--- src/rtl/data_mem_arbiter.sv ---
// Two-port round-robin arbiter in front of a single data memory with fixed strobe length.
// Optional address range check enabled by defining ARB_ADDR_CHECK_EN.
module data_mem_arbiter #(
  parameter int unsigned MEM_LAT   = 2,
  parameter int unsigned MEM_DEPTH = 10
) (
  input  logic        clk,
  input  logic        reset,
  input  logic        a_req,
  input  logic        a_we,
  input  logic [31:0] a_addr,
  input  logic [31:0] a_wdata,
  output logic        a_ack,
  output logic [31:0] a_rdata,
  input  logic        b_req,
  input  logic        b_we,
  input  logic [31:0] b_addr,
  input  logic [31:0] b_wdata,
  output logic        b_ack,
  output logic [31:0] b_rdata,
  output logic        Mem_read,
  output logic        Mem_write,
  output logic [31:0] Mem_address,
  output logic [31:0] Write_data,
  input  logic [31:0] Read_Data,
  output logic        err
);

  if (MEM_LAT < 1 || MEM_LAT > 15) begin : g_bad_lat
    $error("MEM_LAT must be in 1..15");
  end
  if (MEM_DEPTH == 0) begin : g_bad_depth
    $error("MEM_DEPTH must be non-zero");
  end

  localparam logic [3:0] LatLoad = 4'(MEM_LAT - 1);

  typedef enum logic [1:0] {StIdle, StAccess, StDone} state_e;

  state_e      state_q, state_d;
  logic [3:0]  cnt_q, cnt_d;
  logic        last_b_q, last_b_d;
  logic        gnt_b_q, gnt_b_d;
  logic        we_q, we_d;
  logic [31:0] addr_q, addr_d;
  logic [31:0] wdata_q, wdata_d;
  logic [31:0] a_rdata_q, a_rdata_d;
  logic [31:0] b_rdata_q, b_rdata_d;

  logic        pick_b;
  logic        req_we;
  logic [31:0] req_addr;
  logic [31:0] req_wdata;

  // On a tie the port not granted last wins.
  assign pick_b    = b_req && (!a_req || !last_b_q);
  assign req_we    = pick_b ? b_we    : a_we;
  assign req_addr  = pick_b ? b_addr  : a_addr;
  assign req_wdata = pick_b ? b_wdata : a_wdata;

`ifdef ARB_ADDR_CHECK_EN
  logic err_q, err_d;
`endif

  always_comb begin
    state_d   = state_q;
    cnt_d     = cnt_q;
    last_b_d  = last_b_q;
    gnt_b_d   = gnt_b_q;
    we_d      = we_q;
    addr_d    = addr_q;
    wdata_d   = wdata_q;
    a_rdata_d = a_rdata_q;
    b_rdata_d = b_rdata_q;
`ifdef ARB_ADDR_CHECK_EN
    err_d     = err_q;
`endif
    unique case (state_q)
      StIdle: begin
        if (a_req || b_req) begin
          gnt_b_d  = pick_b;
          last_b_d = pick_b;
          we_d     = req_we;
          addr_d   = req_addr;
          wdata_d  = req_wdata;
          cnt_d    = LatLoad;
          state_d  = StAccess;
`ifdef ARB_ADDR_CHECK_EN
          err_d    = 1'b0;
          if (req_addr >= 32'(MEM_DEPTH)) begin
            state_d = StDone;
            err_d   = 1'b1;
            if (!req_we) begin
              if (pick_b) b_rdata_d = '0;
              else        a_rdata_d = '0;
            end
          end
`endif
        end
      end
      StAccess: begin
        if (cnt_q == 4'd0) begin
          state_d = StDone;
          if (!we_q) begin
            if (gnt_b_q) b_rdata_d = Read_Data;
            else         a_rdata_d = Read_Data;
          end
        end else begin
          cnt_d = cnt_q - 4'd1;
        end
      end
      StDone: begin
        state_d = StIdle;
      end
      default: begin
        state_d = StIdle;
      end
    endcase
  end

  always_ff @(posedge clk) begin
    if (reset) begin
      state_q   <= StIdle;
      cnt_q     <= '0;
      last_b_q  <= 1'b1;
      gnt_b_q   <= 1'b0;
      we_q      <= 1'b0;
      addr_q    <= '0;
      wdata_q   <= '0;
      a_rdata_q <= '0;
      b_rdata_q <= '0;
`ifdef ARB_ADDR_CHECK_EN
      err_q     <= 1'b0;
`endif
    end else begin
      state_q   <= state_d;
      cnt_q     <= cnt_d;
      last_b_q  <= last_b_d;
      gnt_b_q   <= gnt_b_d;
      we_q      <= we_d;
      addr_q    <= addr_d;
      wdata_q   <= wdata_d;
      a_rdata_q <= a_rdata_d;
      b_rdata_q <= b_rdata_d;
`ifdef ARB_ADDR_CHECK_EN
      err_q     <= err_d;
`endif
    end
  end

  assign Mem_read    = (state_q == StAccess) && !we_q;
  assign Mem_write   = (state_q == StAccess) && we_q;
  assign Mem_address = (state_q == StAccess) ? addr_q : '0;
  assign Write_data  = wdata_q;
  assign a_ack       = (state_q == StDone) && !gnt_b_q;
  assign b_ack       = (state_q == StDone) && gnt_b_q;
  assign a_rdata     = a_rdata_q;
  assign b_rdata     = b_rdata_q;

`ifdef ARB_ADDR_CHECK_EN
  assign err = (state_q == StDone) && err_q;
`else
  assign err = 1'b0;
`endif

endmodule

--- config.mk ---
export PLATFORM = sky130hd
export DESIGN_NAME = data_mem_arbiter
export DESIGN_NICKNAME = d
export VERILOG_FILES = /design/src/rtl/data_mem_arbiter.sv
export SDC_FILE = /design/constraint.sdc
export NUM_CORES = 1
export LEC_CHECK = 0
export BUFFER_PORTS_ARGS = -buffer_cell sky130_fd_sc_hd__buf_2
export CORE_UTILIZATION = 43
export CTS_CLUSTER_DIAMETER = 30
export DETAILED_ROUTE_END_ITERATION = 8
export PLACE_DENSITY = 0.79
export SLEW_MARGIN = 20
export SYNTH_ARGS = -nofsm -noshare
export SYNTH_HDL_FRONTEND = slang
export SYNTH_SLANG_ARGS = --single-unit
--- constraint.sdc ---
create_clock -name clk -period 1.94 [get_ports clk]
set_clock_uncertainty 0.15 [all_clocks]
set_input_delay 0.388 -clock clk [delete_from_list [all_inputs] [get_ports clk]]
set_output_delay 0.388 -clock clk [all_outputs]
set_load 0.03 [all_outputs]
==> results.txt <==
The worst hold path belongs to the class in -> reg. The later-pin clock latency in the skew report was 0.42 ns. The global-route usage over all layers was 0.233; the I/O pin count was 299. The first global-routing pass estimated 29.7 mm of wire.

The fraction of registers with async set or reset after synthesis came out at 0. The core area is 14,800 µm², and the synthesized netlist cell count is 610. The initial antenna violation count was 2; the number of pins exceeding their max-slew limit in the final report was 0. The sequential element share of the synthesized area is 0.415, and the total negative setup slack is -1.31 ns.

Counting distinct cell types in the post-synthesis netlist gives 40. The critical path goes through nor2b_4, buf_12, and2_1, buf_6. The area added between synthesis and finish is 39.5%, and the final weighted congestion in routability-driven placement is 0.800. By area the synthesized netlist is led by sky130_fd_sc_hd__dfxtp_1, sky130_fd_sc_hd__o31ai_2, sky130_fd_sc_hd__mux2i_1. Synthesis produced a netlist with a net count of 778. For the number of search-and-repair iterations in the first detailed-routing pass, the log shows 4. The die height was 126 µm; the net total in the final layout was 1,054. The tools report the total count of hold-check failures in the final report as 0. The post-DP HPWL is 12.2 mm, and the total CTS buffers is 17. The fraction of final layout cells sized beyond drive strength 1 was 0.516.

The routed via count was 6,086; the total power was 8.90 mW. The total power per unit cell area was 967 nW/µm²; the total wire length was 19.7 mm. For this run, the leading register cell type out of synthesis is sky130_fd_sc_hd__dfxtp_1. The area of the die was 15,900 µm². The number of levels in the clock H-tree is 4, and the violation count after the first detailed-routing iteration is 348. The buffering stage count on the worst path with inverters included is 2.

The critical path startpoint category is a register. The synthesized cell area is 6600 µm², and the effective utilization at floorplan is 0.448. Including well taps, the total number of placed cells is 1,039. The count of max-cap constraint violations was 0. Summing all placed instances gives a cell area of 8140 µm².

The smallest hold slack was 0.0806 ns; the pre-CTS worst setup slack was 0.0530 ns. The clock-pin slew reported for the worst setup and hold paths after clock tree synthesis is 0.06 ns, and the detail-routed net length per standard cell is 18.1 µm. The cell with the biggest individual delay on the critical path was sky130_fd_sc_hd__dfxtp_4. For the total area of multi-input combinational cells, the log shows 3380 µm². The largest single stage delay on the critical path is 0.35 ns. For the data arrival time at the worst-slack endpoint, the log shows 1.46 ns. Entering global routing, the biggest net connects 66 pins. The start-to-end type of the worst setup path is reg -> out. Of all nets on the critical path, the largest fanout is 33. The area share of the leading cell type in the synthesized netlist is 0.415, and the number of synthesized flops with an enable pin is 0. The tools report the final cell utilization of the core as 0.624. Grouping stages by cell kind, the critical path spends the most delay in flip-flops. For the pin with the worst max-slew slack, the measured transition is 0.553 ns. After synthesis, the mean cell area works out to 10.8 µm². The cell sitting at the root of the clock tree is a sky130_fd_sc_hd__clkbuf_16. The floorplan step set the die width to 126 µm. The number of buffer cells added on primary ports is 297. For this run, design rule violations remaining after detail routing come to 0. The required arrival time at the worst endpoint is 1.40 ns. The register area was 2760 µm²; the worst ir drop on vdd was 0.567 mV. The number of failing setup endpoints in the final timing report came out at 33. For this run, the top clock speed supported by timing is 0.500 GHz. The ratio of final minimum period to clock period was 1.03; the mean number of vias per cell was 5.61.

The final worst setup slack is -0.0591 ns. The number of flip-flops and latches in the synthesized netlist is 137, and the number of fillers in the final layout is 1,183. The worst path needs 2.00 ns of the cycle, external delays included. The run gives 9210 µm² as the final cell area excluding filler cells. For this design, the sink count on the clock tree is 137.

No sink is reached through more buffers than the 2 on the longest clock path. The finished layout holds 1,085 standard cells, fillers aside. The via count of the first global-routing pass was 5,830. TritonCTS built the clock tree. In this run the remaining antenna-violating nets after routing total 0.

Setup repair after global routing could not meet its margin everywhere. Global routing finished with a remaining overflow of 0. The final reports fail on negative setup slack.

STA classifies the critical path endpoint as an output port. The flow ran to the end, but the final reports show violations. The tools report the leakage power figure as 3.89 nW. The number of rows in the core area is 44, and the total of warnings raised by yosys is 0. The synthesized design spends more area on one cell type than any other, namely sky130_fd_sc_hd__dfxtp_1.

The worst slew slack as a fraction of its limit was 0.631.
## report_power, final
group	internal, mW	total [mW]	switching, mW
registers	3.06	3.21	0.153
clock network	2.12	3.31	1.20
logic	0.887	2.38	1.49
## area by class of cell
| type | count | area share |
|---|---|---|
| Antenna cell | 2 | 0.000544 |
| Multi-Input combinational cell | 392 | 0.368 |
| Clock buffer | 24 | 0.0523 |
| Sequential cell | 137 | 0.299 |
| Clock inverter | 8 | 0.0128 |
| Inverter | 5 | 0.00231 |
| Timing Repair Buffer | 333 | 0.240 |
| Tap cell | 184 | 0.0250 |
## path summary, 6_finish.rpt
| check | from | to | slack, ns | cells after the start |
|---|---|---|---|---|
| setup / recovery | state_q[0]$_SDFFE_PP0P_ | Mem_address[28] | -0.06 | 4 |
| hold / removal | b_wdata[22] | Write_data[22]$_SDFFE_PP0P_ | 0.08 | 3 |
| setup reg to reg | cnt_q[0]$_SDFFE_PP0P_ | a_rdata[12]$_SDFFE_PP0P_ | 0.05 | 6 |
| hold reg to reg | addr_q[0]$_SDFFE_PP0P_ | addr_q[0]$_SDFFE_PP0P_ | 0.30 | 1 |
## flip-flops by register name (all words and copies together), names as in the netlist
register    cells
Write_data     32
a_rdata        32
addr_q         32
b_rdata        32
cnt_q           4
state_q         2
gnt_b_q         1
last_b_q        1
we_q            1
## cells in the mapped netlist, drive strengths merged, types with 3 or more instances
| cell | count |
|---|---|
| a21boi | 3 |
| a21oi | 67 |
| and2 | 33 |
| buf | 52 |
| clkbuf | 24 |
| dfxtp | 137 |
| inv | 5 |
| mux2i | 65 |
| nand4 | 64 |
| nor3b | 3 |
| o2bb2ai | 65 |
| o31ai | 64 |
| or3 | 3 |
## metal layers
| metal | up-vias | routed length, µm | track usage |
|---|---|---|---|
| met2 | 248 | 9670 | 0.383 |
| met1 | 2917 | 8150 | 0.282 |
| met4 | 0 | 373 | 0.0744 |
| li1 | 2889 | - | - |
| met3 | 32 | 1480 | 0.0867 |
| met5 | - | 0 | 0 |
## cell usage in the layout (no fill, tap or decap), types with 3 or more instances in the layout
master                      Yosys  routed
sky130_fd_sc_hd__buf_2         26     261
sky130_fd_sc_hd__dfxtp_1      137     133
sky130_fd_sc_hd__a21oi_1       66      66
sky130_fd_sc_hd__mux2i_1       65      65
sky130_fd_sc_hd__nand4_1       64      64
sky130_fd_sc_hd__o31ai_2       60      63
sky130_fd_sc_hd__o2bb2ai_1     46      46
sky130_fd_sc_hd__buf_6         15      36
sky130_fd_sc_hd__and2_1        33      30
sky130_fd_sc_hd__clkbuf_16      0      21
sky130_fd_sc_hd__buf_4          4      21
sky130_fd_sc_hd__o2bb2ai_2     19      19
sky130_fd_sc_hd__buf_12         6       8
sky130_fd_sc_hd__clkbuf_1      24       4
sky130_fd_sc_hd__clkinv_2       0       4
sky130_fd_sc_hd__and2_4         0       3
sky130_fd_sc_hd__bufinv_16      0       3
sky130_fd_sc_hd__clkbuf_8       0       3
sky130_fd_sc_hd__buf_16         0       3
sky130_fd_sc_hd__dfxtp_4        0       3
## worst min-delay path, stage by stage
cell and delay, ns:
sky130_fd_sc_hd__buf_2 0.07, sky130_fd_sc_hd__mux2i_1 0.05, sky130_fd_sc_hd__o2bb2ai_1 0.10
## what timing repair did
action	4_1_cts	5_1_grt
hold buffers	0	0
setup endpoints to repair	34	111
pin swaps	1	1
setup buffers	6	1
resized for setup	76	18
gates cloned	0	5
## logic make-up after synthesis
logic type	after synthesis	synth area share
mux	65	0.0985
flops	137	0.415
fa+ha+maj	2	0.00379
other cells	1	0.000568
buf+inv	81	0.0851
compound gates	206	0.285
simple gates	118	0.112
(Power assumes the default switching activity.)
